--- src/rtl/mole_game_core_if.sv ---
// Port bundle between the whack-a-mole core and its surroundings: debounced inputs and LFSR in,
// display and score outputs back.
interface mole_game_core_if #(
    parameter int unsigned N_HOLES = 8,
    parameter int unsigned SCORE_W = 8
);
    logic                 start;
    logic [15:0]          rand_in;
    logic [N_HOLES-1:0]   btn;
    logic [N_HOLES-1:0]   active;
    logic [N_HOLES-1:0]   lockout;
    logic [SCORE_W-1:0]   score;
    logic [SCORE_W-1:0]   misses;
    logic                 game_over;
    logic                 running;
    logic                 hit_pulse;
    logic                 miss_pulse;

    modport master (
        output start, rand_in, btn,
        input  active, lockout, score, misses, game_over, running, hit_pulse, miss_pulse
    );

    modport slave (
        input  start, rand_in, btn,
        output active, lockout, score, misses, game_over, running, hit_pulse, miss_pulse
    );
endinterface

--- src/rtl/mole_game_core.sv ---
// Whack-a-mole game engine: spawns moles from the LFSR, ages them, scores hits and expiries,
// and locks out buttons that are pressed on an unlit hole.
module mole_game_core #(
    parameter int unsigned N_HOLES     = 8,
    parameter int unsigned MAX_ACTIVE  = 2,
    parameter int unsigned SCORE_W     = 8,
    parameter int unsigned GAME_CYCLES = 15_000_000,
    parameter int unsigned MOLE_CYCLES = 2_000_000,
    parameter int unsigned LOCK_CYCLES = 1_000_000
) (
    input  logic           clk,
    input  logic           rst_n,
    mole_game_core_if.slave bus
);

    localparam int unsigned IW     = (N_HOLES > 1) ? $clog2(N_HOLES) : 1;
    localparam int unsigned CNT_W  = $clog2(N_HOLES + 1);
    localparam int unsigned SUM_W  = SCORE_W + CNT_W;
    localparam int unsigned GAME_W = $clog2(GAME_CYCLES + 1);
    localparam int unsigned LIFE_W = $clog2(MOLE_CYCLES + 1);
    localparam int unsigned LOCK_W = $clog2(LOCK_CYCLES + 1);

    typedef enum logic [1:0] {StIdle, StRun, StOver} state_e;

    state_e               state_q, state_d;
    logic [N_HOLES-1:0]   active_q, active_d;
    logic [N_HOLES-1:0]   lockout_q, lockout_d;
    logic [SCORE_W-1:0]   score_q, score_d;
    logic [SCORE_W-1:0]   misses_q, misses_d;
    logic                 running_q, running_d;
    logic                 game_over_q, game_over_d;
    logic                 hit_pulse_q, hit_pulse_d;
    logic                 miss_pulse_q, miss_pulse_d;
    logic [GAME_W-1:0]    game_timer_q, game_timer_d;
    logic [LIFE_W-1:0]    life_q [N_HOLES];
    logic [LIFE_W-1:0]    life_d [N_HOLES];
    logic [LOCK_W-1:0]    lock_q [N_HOLES];
    logic [LOCK_W-1:0]    lock_d [N_HOLES];
    logic [N_HOLES-1:0]   btn_q;
    logic                 start_q;

    logic [N_HOLES-1:0]   rise;
    logic [N_HOLES-1:0]   hits;
    logic [N_HOLES-1:0]   wrong;
    logic [N_HOLES-1:0]   expire;
    logic                 start_rise;
    logic [IW-1:0]        spawn_idx;
    logic                 unused_rand;

    function automatic logic [CNT_W-1:0] popcount(input logic [N_HOLES-1:0] v);
        logic [CNT_W-1:0] c;
        c = '0;
        for (int i = 0; i < N_HOLES; i++) c = c + CNT_W'(v[i]);
        return c;
    endfunction

    function automatic logic [SCORE_W-1:0] sat_add(input logic [SCORE_W-1:0] a,
                                                   input logic [CNT_W-1:0]   b);
        logic [SUM_W-1:0] s;
        s = SUM_W'(a) + SUM_W'(b);
        if (s > SUM_W'({SCORE_W{1'b1}})) return {SCORE_W{1'b1}};
        return s[SCORE_W-1:0];
    endfunction

    // Locked buttons are masked here, so presses during a lockout never reach the game logic.
    assign rise        = bus.btn & ~btn_q & ~lockout_q;
    assign hits        = rise & active_q;
    assign wrong       = rise & ~active_q;
    assign start_rise  = bus.start & ~start_q;
    assign spawn_idx   = bus.rand_in[IW-1:0];
    assign unused_rand = ^bus.rand_in;

    // A hit on the same hole wins over its expiry.
    always_comb begin
        expire = '0;
        for (int i = 0; i < N_HOLES; i++) begin
            expire[i] = active_q[i] && (life_q[i] == LIFE_W'(1)) && !hits[i];
        end
    end

    always_comb begin
        state_d      = state_q;
        active_d     = active_q;
        lockout_d    = lockout_q;
        score_d      = score_q;
        misses_d     = misses_q;
        game_timer_d = game_timer_q;
        life_d       = life_q;
        lock_d       = lock_q;
        hit_pulse_d  = 1'b0;
        miss_pulse_d = 1'b0;

        unique case (state_q)
            StIdle, StOver: begin
                if (start_rise) begin
                    state_d      = StRun;
                    score_d      = '0;
                    misses_d     = '0;
                    active_d     = '0;
                    lockout_d    = '0;
                    game_timer_d = GAME_W'(GAME_CYCLES);
                    for (int i = 0; i < N_HOLES; i++) begin
                        life_d[i] = '0;
                        lock_d[i] = '0;
                    end
                end
            end
            StRun: begin
                game_timer_d = game_timer_q - GAME_W'(1);
                if (game_timer_q == GAME_W'(1)) state_d = StOver;

                for (int i = 0; i < N_HOLES; i++) begin
                    if (hits[i] || expire[i]) begin
                        active_d[i] = 1'b0;
                    end else if (active_q[i]) begin
                        life_d[i] = life_q[i] - LIFE_W'(1);
                    end

                    if (wrong[i]) begin
                        lockout_d[i] = 1'b1;
                        lock_d[i]    = LOCK_W'(LOCK_CYCLES);
                    end else if (lockout_q[i]) begin
                        if (lock_q[i] == LOCK_W'(1)) lockout_d[i] = 1'b0;
                        lock_d[i] = lock_q[i] - LOCK_W'(1);
                    end
                end

                // Holes beyond N_HOLES never match, so out-of-range LFSR values skip the spawn.
                if (popcount(active_q) < CNT_W'(MAX_ACTIVE)) begin
                    for (int i = 0; i < N_HOLES; i++) begin
                        if (IW'(i) == spawn_idx && !active_q[i] && !hits[i] && !expire[i]) begin
                            active_d[i] = 1'b1;
                            life_d[i]   = LIFE_W'(MOLE_CYCLES);
                        end
                    end
                end

                score_d      = sat_add(score_q, popcount(hits));
                misses_d     = sat_add(misses_q, popcount(expire));
                hit_pulse_d  = |hits;
                miss_pulse_d = |expire;

                // Counts from the final cycle stand, but the board blanks on entering OVER.
                if (state_d == StOver) begin
                    active_d  = '0;
                    lockout_d = '1;
                end
            end
            default: state_d = StIdle;
        endcase

        running_d   = (state_d == StRun);
        game_over_d = (state_d == StOver);
    end

    always_ff @(posedge clk or negedge rst_n) begin
        if (!rst_n) begin
            state_q      <= StIdle;
            active_q     <= '0;
            lockout_q    <= '0;
            score_q      <= '0;
            misses_q     <= '0;
            running_q    <= 1'b0;
            game_over_q  <= 1'b0;
            hit_pulse_q  <= 1'b0;
            miss_pulse_q <= 1'b0;
            game_timer_q <= '0;
            btn_q        <= '0;
            start_q      <= 1'b0;
            for (int i = 0; i < N_HOLES; i++) begin
                life_q[i] <= '0;
                lock_q[i] <= '0;
            end
        end else begin
            state_q      <= state_d;
            active_q     <= active_d;
            lockout_q    <= lockout_d;
            score_q      <= score_d;
            misses_q     <= misses_d;
            running_q    <= running_d;
            game_over_q  <= game_over_d;
            hit_pulse_q  <= hit_pulse_d;
            miss_pulse_q <= miss_pulse_d;
            game_timer_q <= game_timer_d;
            btn_q        <= bus.btn;
            start_q      <= bus.start;
            life_q       <= life_d;
            lock_q       <= lock_d;
        end
    end

    assign bus.active     = active_q;
    assign bus.lockout    = lockout_q;
    assign bus.score      = score_q;
    assign bus.misses     = misses_q;
    assign bus.running    = running_q;
    assign bus.game_over  = game_over_q;
    assign bus.hit_pulse  = hit_pulse_q;
    assign bus.miss_pulse = miss_pulse_q;

endmodule
--- src/flat_wrapper.sv ---
// flat-port wrapper written by rule: the top's interface ports become plain ports
module mole_game_core_flat 
#(
    parameter int unsigned N_HOLES     = 8,
    parameter int unsigned MAX_ACTIVE  = 2,
    parameter int unsigned SCORE_W     = 8,
    parameter int unsigned GAME_CYCLES = 15_000_000,
    parameter int unsigned MOLE_CYCLES = 2_000_000,
    parameter int unsigned LOCK_CYCLES = 1_000_000
)
  (clk, rst_n, bus_start, bus_rand_in, bus_btn, bus_active, bus_lockout, bus_score, bus_misses, bus_game_over, bus_running, bus_hit_pulse, bus_miss_pulse);
  mole_game_core_if #(.N_HOLES(N_HOLES), .SCORE_W(SCORE_W)) bus_i ();
  input  logic clk;
  input  logic rst_n;
  input wire logic [$bits(bus_i.start)-1:0] bus_start;
  input wire logic [$bits(bus_i.rand_in)-1:0] bus_rand_in;
  input wire logic [$bits(bus_i.btn)-1:0] bus_btn;
  output wire logic [$bits(bus_i.active)-1:0] bus_active;
  output wire logic [$bits(bus_i.lockout)-1:0] bus_lockout;
  output wire logic [$bits(bus_i.score)-1:0] bus_score;
  output wire logic [$bits(bus_i.misses)-1:0] bus_misses;
  output wire logic [$bits(bus_i.game_over)-1:0] bus_game_over;
  output wire logic [$bits(bus_i.running)-1:0] bus_running;
  output wire logic [$bits(bus_i.hit_pulse)-1:0] bus_hit_pulse;
  output wire logic [$bits(bus_i.miss_pulse)-1:0] bus_miss_pulse;
  assign bus_i.start = bus_start;
  assign bus_i.rand_in = bus_rand_in;
  assign bus_i.btn = bus_btn;
  assign bus_active = bus_i.active;
  assign bus_lockout = bus_i.lockout;
  assign bus_score = bus_i.score;
  assign bus_misses = bus_i.misses;
  assign bus_game_over = bus_i.game_over;
  assign bus_running = bus_i.running;
  assign bus_hit_pulse = bus_i.hit_pulse;
  assign bus_miss_pulse = bus_i.miss_pulse;
  mole_game_core #(.N_HOLES(N_HOLES), .MAX_ACTIVE(MAX_ACTIVE), .SCORE_W(SCORE_W), .GAME_CYCLES(GAME_CYCLES), .MOLE_CYCLES(MOLE_CYCLES), .LOCK_CYCLES(LOCK_CYCLES)) u_core (.clk(clk), .rst_n(rst_n), .bus(bus_i));
endmodule
--- config.mk ---
export PLATFORM = sky130hd
export DESIGN_NAME = mole_game_core_flat
export DESIGN_NICKNAME = d
export VERILOG_FILES = /design/src/rtl/mole_game_core_if.sv /design/src/rtl/mole_game_core.sv /design/src/flat_wrapper.sv
export SDC_FILE = /design/constraint.sdc
export NUM_CORES = 1
export LEC_CHECK = 0
export CAP_MARGIN = 0
export CORE_MARGIN = 1
export CORE_UTILIZATION = 57
export CTS_BUF_LIST = sky130_fd_sc_hd__clkbuf_16
export DETAILED_ROUTE_END_ITERATION = 10
export MAX_ROUTING_LAYER = met4
export PLACE_DENSITY = 0.77
export SETUP_SLACK_MARGIN = 0.2
export SYNTH_ARGS = -nofsm -noshare
export SYNTH_HDL_FRONTEND = slang
export SYNTH_SLANG_ARGS = --single-unit
--- constraint.sdc ---
create_clock -name clk -period 5 [get_ports clk]
set_clock_uncertainty 0.05 [all_clocks]
set_input_delay 1 -clock clk [delete_from_list [all_inputs] [get_ports clk]]
set_output_delay 1 -clock clk [all_outputs]
set_load 0.03 [all_outputs]
==> summary.txt <==
Status: finished, violations left
Failing checks: negative setup slack
Fmax: 194.8 MHz
Cell taking the most area after synthesis: dfrtp_1
Slew HR: 0.1682
Total gr overflow: 0
Antenna violations before repair: 0
Post-synthesis sequential area ratio: 0.4323
Pre-antenna DRT Iters: 6
H-tree depth: 2
Clk_lat worst skew: 0.58 ns
Final WL: 61,350 µm
FF-to-FF path depth: 19
Crit Path Class: flip-flop to flip-flop
Most common cell after layout, fill and taps aside: dfrtp_1
CP max FO: 4
CTS Buf Count: 46
Post-DP HPWL: 41,150 µm
Vias per cell: 6.445
Post-Route Utilization: 0.6644
Max-Cap Viols: 0
GPL Wtd Cong: 0.9294
Period utilization: 1.027
PwrDens: 629.1 mW/mm²
Switching pwr: 7215 µW
Commonest non-fill, non-tap cells in the layout: dfrtp_1 (399), nor2_1 (269), o21ai_0 (253), nand2_1 (232), a21oi_1 (152)
Nets: 2,831
Die footprint: 0.04133 mm²
Measured slew at the worst slew-check pin: 1.235 ns
CP required: 5.41 ns
Synth unique cells: 89
CTS max path bufs: 3
Total clock sinks: 399
Final WS setup: -0.1346 ns
Final hold violations: 0
EDFF count, synth: 0
Post-Syn Area: 0.02310 mm²
FF-to-FF End: u_core.bus.misses[0]
Worst hold path class: input port to async pin
Clock root cell: clkbuf_16
Cts-stage hold buffer count: 0
TritonCTS clock tree: yes
CP arrival: 5.54 ns
Post-Syn Area per Cell: 8.766 µm²
Clk pwr share: 0.194
Fin Hold WS: 0.3955 ns
Critical R2R Launch: u_core.life_q[154]
Net Sw Frac: 0.4334
Setup repair after global routing missed its margin: yes
CP Launch Point: u_core.life_q[154]
Top Ports: 63
Synth Flop Type: dfrtp_1
Final setup vio count: 8
Syn Nets: 2,729
Reg2Reg Setup Slack: -0.13 ns
Largest net degree at the start of global routing: 99
Ys async rst share: 1.000
IO buf count: 49
Ant. Diodes: 0
Top post-synthesis cells by area: dfrtp_1 (43%), o21ai_0 (5.5%), nor2_1 (4.5%)
Max-slew violations: 0
Initial Util: 0.5800
Global-route wire length before repair: 101,500 µm
Horiz. Die Dim: 203.3 µm
Row count: 73
Fraction of layout cells with a size suffix above 1: 0.1125
Residual DRC: 0
YS warnings: 0
Vias: 21,257
Critical Path Sink: u_core.bus.misses[0]
Min cycle time layout: 5.135 ns
Mapped Cells: 2,635
Comb pwr share: 0.451
Final antenna-violating net count: 0
Top cell type's share of synthesized area: 0.4323
Vias in the first global route: 20,410
Reg clk slew, reported paths: 0.06 ns
Startpoint Class: flip-flop
P&R area growth vs syn: 14.54%
Seq pwr share: 0.355
Core area: 0.03982 mm²
DRT iter0 DRCs: 1,774
Internal power: 9431 µW
Die height: 203.3 µm
Overall Global Routing Usage: 0.3074
Pleak: 0.01143 µW
Seq cells post-synth: 399
Setup crit end kind: flip-flop
Worst VDD drop: 0.3989 mV
Mean routed wirelength per cell: 18.60 µm
sequential cells by signal (all words and copies together), names as in the netlist:
register / flops
u_core.start_q: 1
u_core.life_q: 168
u_core.bus.lockout: 8
u_core.game_timer_q: 24
u_core.bus.game_over: 1
u_core.bus.score: 8
u_core.bus.miss_pulse: 1
u_core.lock_q: 160
u_core.state_q: 2
u_core.bus.hit_pulse: 1
u_core.bus.misses: 8
u_core.btn_q: 8
u_core.bus.running: 1
u_core.bus.active: 8
kinds of logic after synthesis:
kind of cell / synth area share
xor+xnor: 0.03450
fa+ha+maj: 0.04052
mux: 0.005254
simple gates: 0.2502
buf+inv: 0.03981
compound gates: 0.1974
flops: 0.4323
stage by stage:
step,TNS (ns),total power (µW),area [µm²],std cells,worst slack (ns)
2_1_floorplan,-0.3897,10900,23170,2635,-0.08012
3_3_place_gp,-11.26,12810,24830,3207,-0.7663
3_5_place_dp,-12.84,13220,24830,3207,-0.8697
4_1_cts,-1.082,16550,26340,3293,-0.1284
5_1_grt,-2.086,17900,26460,3298,-0.2835
6_report,-0.8585,16650,26460,3298,-0.1346
power groups by stage:
stage	Clock [µW]	Sequential [µW]	Combinational [µW]
CTS	3290	5850	7410
finish	3230	5910	7510
global route	3420	6080	8410
floorplan	0	5710	5190
detailed placement	0	5870	7350
global placement	0	5790	7020
synth_stat cells, types with 12 or more instances:
library cell,instances
nor4_1,87
nand4_1,26
o31ai_1,37
xnor2_1,69
nor3b_1,13
o22ai_1,15
nor3_1,118
a31oi_1,80
fa_1,13
or3_1,52
nand3_1,77
nand2b_1,26
xor2_1,22
dfrtp_1,399
nor2b_1,15
or4_1,30
and2_1,14
and3_1,25
a21oi_1,157
o211ai_1,26
inv_1,98
nor4b_1,18
nor2_1,275
ha_1,54
nand2_1,236
a22o_1,13
a311oi_1,12
clkbuf_1,110
or2_2,20
a21o_1,23
o21ai_0,255
o41ai_1,14
o21a_1,16
metal layers:
layer  track usage  up-vias  wire (µm)
li1              -     9902          -
met1        0.3985    10437      26190
met2        0.4843      793      29170
met3       0.05225      125       4210
met4        0.1149        0       1785
met5             -        -          0
worst max-delay path, cell delays in order (launching register included):
cell and delay, ns:
dfrtp_1 0.38, or4_4 0.56, nor2_4 0.10, nand2_2 0.07
or3_4 0.34, nand2b_4 0.16, ha_4 0.26, inv_2 0.03
fa_1 0.52, fa_1 0.44, fa_2 0.38, fa_1 0.50
inv_2 0.06, fa_2 0.34, a21o_1 0.18, a21oi_2 0.18
nor2_2 0.06, nand3_2 0.12, nand2_2 0.08, a2bb2oi_2 0.18
worst min-delay path by stage:
stage                            start                 endpoint  slack (ns)  depth (start not counted)
2_1_floorplan        u_core.life_q[54]        u_core.life_q[54]        0.39                          1
3_3_place_gp   u_core.game_timer_q[12]  u_core.game_timer_q[12]        0.40                          1
3_5_place_dp   u_core.game_timer_q[11]  u_core.game_timer_q[11]        0.42                          1
4_1_cts        u_core.game_timer_q[20]  u_core.game_timer_q[20]        0.42                          1
5_1_grt        u_core.game_timer_q[11]  u_core.game_timer_q[11]        0.44                          1
6_report                         rst_n        u_core.lock_q[71]        0.40                          1
repair_timing:
item	CTS	global route
pin swaps	16	19
gates resized for setup	15	22
setup buffers	2	5
endpoints found under the setup margin	28	64
cell type report:
type                    count  area (µm²)
clock buffers              49        1226
repair buffers            181        1570
inverters                  98       367.9
multi-input cells        2011       12450
clock inverters            35       205.2
fillers                  3244       13370
well taps                 525       656.9
flip-flops and latches    399        9985
(Power assumes the default switching activity.)
